--- config.mk ---
export PLATFORM = sky130hd
export DESIGN_NAME = tdm_demux_1x2
export DESIGN_NICKNAME = d
export VERILOG_FILES = /design/src/rtl/tdm_demux_1x2.sv
export SDC_FILE = /design/constraint.sdc
export NUM_CORES = 1
export LEC_CHECK = 0
export CORE_ASPECT_RATIO = 1.2
export CORE_MARGIN = 10
export CORE_UTILIZATION = 43
export DETAILED_ROUTE_END_ITERATION = 10
export PLACE_DENSITY = 0.76
export SLEW_MARGIN = 10
export SYNTH_ARGS = -nofsm -noshare
export SYNTH_HDL_FRONTEND = slang
export SYNTH_SLANG_ARGS = --single-unit
--- constraint.sdc ---
create_clock -name clk -period 1.4 [get_ports clk]
set_input_delay 0.14 -clock clk [delete_from_list [all_inputs] [get_ports clk]]
set_output_delay 0.14 -clock clk [all_outputs]
set_load 0.02 [all_outputs]
--- src/rtl/tdm_demux_1x2.sv ---
// rtl/tdm_demux_1x2.sv - receive-side 1:2 TDM demultiplexer
// Rebuilds one channel A word and one channel B word from an interleaved serial stream (A on even slots).
module tdm_demux_1x2 #(
  parameter int WIDTH     = 4,
  parameter bit MSB_FIRST = 1'b1
) (
  input  logic             clk,
  input  logic             rst,
  input  logic             din,
  input  logic             din_valid,
  input  logic             frame_start,
  output logic [WIDTH-1:0] a_out,
  output logic [WIDTH-1:0] b_out,
  output logic             out_valid,
  output logic             sel_o,
  output logic             busy,
  output logic             frame_err
);

  localparam int            CW   = $clog2(2 * WIDTH);
  localparam logic [CW-1:0] LAST = CW'(2 * WIDTH - 1);

  typedef enum logic {IDLE, RUN} state_t;

  state_t           r_state;
  logic [CW-1:0]    r_cnt;
  logic [WIDTH-1:0] r_sa;
  logic [WIDTH-1:0] r_sb;
  logic [WIDTH-1:0] r_a_out;
  logic [WIDTH-1:0] r_b_out;
  logic             r_out_valid;
  logic             r_sel;
  logic             r_busy;
  logic             r_frame_err;

  logic w_start;
  logic w_accept;

  // Shifting in from one end lands the first received bit at WIDTH-1 or at 0 after WIDTH beats.
  function automatic logic [WIDTH-1:0] f_shift(input logic [WIDTH-1:0] v, input logic b);
    if (MSB_FIRST)
      return {v[WIDTH-2:0], b};
    else
      return {b, v[WIDTH-1:1]};
  endfunction

  assign w_start  = din_valid & frame_start;
  assign w_accept = din_valid & ~frame_start & (r_state == RUN);

  always_ff @(posedge clk) begin
    if (rst) begin
      r_state     <= IDLE;
      r_cnt       <= '0;
      r_sa        <= '0;
      r_sb        <= '0;
      r_a_out     <= '0;
      r_b_out     <= '0;
      r_out_valid <= 1'b0;
      r_sel       <= 1'b0;
      r_busy      <= 1'b0;
      r_frame_err <= 1'b0;
    end else begin
      r_out_valid <= 1'b0;
      r_frame_err <= 1'b0;
      // frame_start wins over completion, so a start on the last beat aborts that frame.
      if (w_start) begin
        r_frame_err <= (r_state == RUN);
        r_sa        <= f_shift('0, din);
        r_sb        <= '0;
        r_cnt       <= CW'(1);
        r_state     <= RUN;
        r_busy      <= 1'b1;
        r_sel       <= 1'b1;
      end else if (w_accept) begin
        if (r_cnt[0] == 1'b0)
          r_sa <= f_shift(r_sa, din);
        else
          r_sb <= f_shift(r_sb, din);
        if (r_cnt == LAST) begin
          r_a_out     <= r_sa;
          r_b_out     <= f_shift(r_sb, din);
          r_out_valid <= 1'b1;
          r_state     <= IDLE;
          r_cnt       <= '0;
          r_busy      <= 1'b0;
          r_sel       <= 1'b0;
        end else begin
          r_cnt <= r_cnt + CW'(1);
          r_sel <= ~r_cnt[0];
        end
      end
    end
  end

  assign a_out     = r_a_out;
  assign b_out     = r_b_out;
  assign out_valid = r_out_valid;
  assign sel_o     = r_sel;
  assign busy      = r_busy;
  assign frame_err = r_frame_err;

endmodule

== After elaboration in Yosys (flattened, before gate mapping) ==
Index checks and enable logic that the tools add are counted.
Storage, ports and cells
  output and inout port bits: 12
  bits of input ports: 5
  register bits: 22
Operators by class
  muxes and demuxes: 13
  eq/ne operators: 2
  bitwise gates (word level): 7
  reduce and logical (&&, ||, !) cells: 10
  add/sub/neg operators: 1
Operator list (number)
  $mux W1: 12
  $reduce_and A2 Y1: 4
  $not A1 Y1: 4
  $reduce_bool A2 Y1: 2
  $reduce_or A2 Y1: 2
  $add A3 B1 Y3 const B: 1
  $and A1 B1 Y1: 3
  $eq A3 B3 Y1 const B: 1
  $mux W3: 1
  $reduce_and A3 Y1: 1
  $reduce_or A3 Y1: 1
  $ne A2 B1 Y1 const B: 1

== Depth between registers and ports, before layout ==
  depth after elaboration: 5
  gate-level depth with buffers: 6

== Worst setup path before layout ==
OpenSTA, ideal clock, no wires.
  path type: register -> register
  from: register, netlist name sel_o
  to: register r_a_out[0], in the netlist a_out[0]
  setup slack: -113 ps
  path buffers: 0
  arrival: 1380 ps
  cell stages (with the launch flop): 6
  period minus slack after synthesis: 1513 ps
  data required time: 1268 ps
  cell sequence: dfxtp_1 ha_1 ha_1 nand4b_1 nand2_1 a21oi_1
RTL lines
  end signal, assigned: line 80  | r_a_out <= r_sa;
  end, declared: line 29  | logic [WIDTH-1:0] r_a_out;

== Final worst setup path ==
  from: register r_cnt[1]
  to: register r_a_out[1], in the netlist a_out[1]
On the way
  longest elaborated chain between the ends: 2
Ends and longest elaborated chain
  start, declared: line 26  | logic [CW-1:0] r_cnt;
  start signal, assigned: line 88  | r_cnt <= r_cnt + CW'(1);
  $eq A3 B3 Y1: line 79  | if (r_cnt == LAST) begin
  $reduce_and A3 Y1 (no source line)
No other way between the ends.
A chain may end at the register's enable or synchronous reset.

==> results.md <==
- Status: finished, final reports clean
- Initial core utilization: 45.57%
- Clk root buf: clkbuf_4
- EDFF count, synth: 0
- Power Density: 882.5 nW/um^2
- Synth top area cells: dfxtp_1, nand2_1, a21oi_1
- Sequential-to-total area share from yosys stat: 49.85%
- Worst Skew: 0.004186 ns
- Final HPWL DP: 1270 um
- TritonCTS clock tree: built
- Post-route setup slack: 0.09634 ns
- #FFs+latches synth: 21
- Min-delay worst type: register to register
- Share of the synthesized area in the top cell type: 49.85%
- Row Count: 17
- Total negative setup slack: 0 ns
- Final wirelength: 1680 um
- Pre-CTS WS: -0.03258 ns
- Adder-cell area share of the yosys netlist: 2.967%
- Period utilization: 93.12%
- Total GRT Usage: 8.503%
- Setup crit start kind: register
- Worst slew margin: 79.75%
- First-pass GRT wire length: 2815 um
- Worst Path Arrival: 1.54 ns
- # Post-CTS Setup Buffers: 0
- Initial antenna violation count: 0
- Die Wd: 60.43 um
- Largest family of logic cells by synthesized area: simple AND/OR/NAND/NOR gates
- Post-synthesis mux area share: 5.935%
- Non-filler instance count after layout: 136
- CP endpoint kind: register
- Setup-failing EPs final: 0
- Clock latency on the worst-skew pair: 0.30 ns
- Count leader, synth: nand2_1
- Max-slew violations: 0
- Final Wtd Congestion: 0.7660
- DR vias/cell: 5.007
- Post-Synth XOR/XNOR Area: 0%
- Crit Path Category: register to register
- Ys async rst share: 0%
- DR vias: 681
- # placed instances: 132
- Antenna Cells: 0
- Synth Area in Compound Gates: 12.46%
- Worst reg2reg startpoint: r_cnt[1]
- Post-synthesis simple-gate area fraction: 25.07%
- Worst slew pin tran: 0.3038 ns
- R2R depth: 5
- CTS Hold Buffers Added: 0
- Syn Nets: 100
- CP Max Fanout: 8
- DR WL/cell: 12.35 um
- Core area: 1851 um^2
- Required time worst endpoint: 1.64 ns
- Largest net degree at the start of global routing: 14
- Most used flip-flop cell after synthesis: dfxtp_1
- Syn Std Cell Area: 843.3 um^2
- 1st-pass router iterations: 4
- H-tree Lvls: 1
- Unique cell type count in the Yosys netlist: 21
- Hold worst-path end: b_out[2]
- Post-synth top cells: nand2_1, dfxtp_1, a21oi_1, nor2_1
- Clk sink count: 21
- Count of final hold-check violations: 0
- Syn. warnings: 0
- Area growth syn-to-layout: 33.23%
- Maxcap violations: 0
- Reg clk slew, reported paths: 0.12 ns
- R2R Path End: a_out[1]
- Reg-to-reg slack, setup: 0.1 ns
- Fin nets: 125
- Gr ovfl total: 0
- Static Leak: 0.5998 nW
- FMAX: 767.1 MHz
- Iter 0 DRT Violations: 12
- Worst hold stages: 2
- IR drop worst, VDD: 0.6677 mV
- Final ANT Viol Nets: 0
- DRC Markers: 0
- Clk buf depth: 2
- Synth Instances: 93
- Share of post-route cells with drive strength above 1: 16.24%
- Io pins: 17
- Synth area leader: dfxtp_1
- Port bufs: 16
- Number of global-route vias before repair: 645
- Die Y-Extent: 68.51 um
- Mean post-synth cell area: 9.068 um^2
- Min cycle time layout: 1.304 ns
- Die area: 4140 um^2
- Num CTS Buffers: 3
- Hold path start: b_out[2]
[cell type report]
| cell class | count | area (um^2) |
|---|---|---|
| flip-flops and latches | 21 | 421.7 |
| fillers | 160 | 726.9 |
| well taps | 19 | 23.77 |
| multi-input cells | 67 | 407.9 |
| clock buffers | 3 | 22.52 |
| clock inverters | 1 | 5.005 |
| repair buffers | 25 | 242.7 |
[registers in the layout (all words and copies together) (netlist names)]
register	count
a_out	4
b_out	4
r_sa	4
r_sb	3
r_cnt	2
busy	1
frame_err	1
out_valid	1
sel_o	1
[worst max-delay path by stage]
stage	startpoint	to	slack (ns)	depth (start not counted)
2_1_floorplan	sel_o	a_out[0]	0.02	5
3_3_place_gp	frame_start	r_cnt[1]	-0.006	4
3_5_place_dp	din_valid	a_out[1]	-0.03	4
4_1_cts	b_out[0]	b_out[0]	0.002	1
5_1_grt	r_cnt[1]	a_out[1]	-0.02	5
6_report	r_cnt[1]	a_out[1]	0.1	5
[worst max-delay path: stages (launching register included)]
cell and delay (ns):
dfxtp_1 0.36, ha_2 0.20, ha_4 0.15, and4b_2 0.33, nand2_1 0.09, a21oi_1 0.12
[cell families (layout without fill, tap and decap cells)]
kind of cell    Yosys count  count (layout)
fa+ha+maj                 2               2
simple gates             40              40
compound gates           20              20
flops                    21              21
buf+inv                   5              29
mux                       5               5
[stage by stage]
step	hold WS [ns]	power (mW)	instance area [um^2]	utilization, %
after floorplan	0.2161	0.6736	844.6	-
final	0.4587	0.9916	1124	60.72
after global routing	0.4858	1.031	1124	60.72
after global placement	0.4417	0.7164	1065	57.54
after detailed placement	0.4475	0.7176	1065	57.54
after CTS	0.4629	0.9927	1089	58.82
[power by group]
part / leakage, nW / internal [mW] / switching (mW) / total [mW]
Clock: 0.0177 / 0.106 / 0.184 / 0.290
Combinational: 0.412 / 0.0453 / 0.0469 / 0.0922
Sequential: 0.170 / 0.605 / 0.00425 / 0.609
[cells in the final DEF, fill, tap and decap left out, types with 3 or more instances in the layout]
cell / instances
nor2_1: 6
nand2_1: 23
dlygate4sd2_1: 4
a21oi_1: 13
buf_4: 9
clkdlybuf4s50_1: 4
mux2i_1: 5
dfxtp_1: 20
clkbuf_4: 3
dlymetal6s2s_1: 8
o21ai_0: 5
[routing by layer]
metal	GRT usage (%)	share of wire, %	up-vias
met3	2.559	3.5	2
met5	0	0	-
met4	2.473	0.83	0
met2	14.30	49	8
li1	-	-	362
met1	10.20	47	309
[what timing repair did]
item | 4_1_cts | 5_1_grt
cloned | 0 | 0
setup endpoints to repair | 9 | 17
pin swaps | 0 | 1
gates resized for setup | 5 | 11
Power figures use the tool's default switching activity.
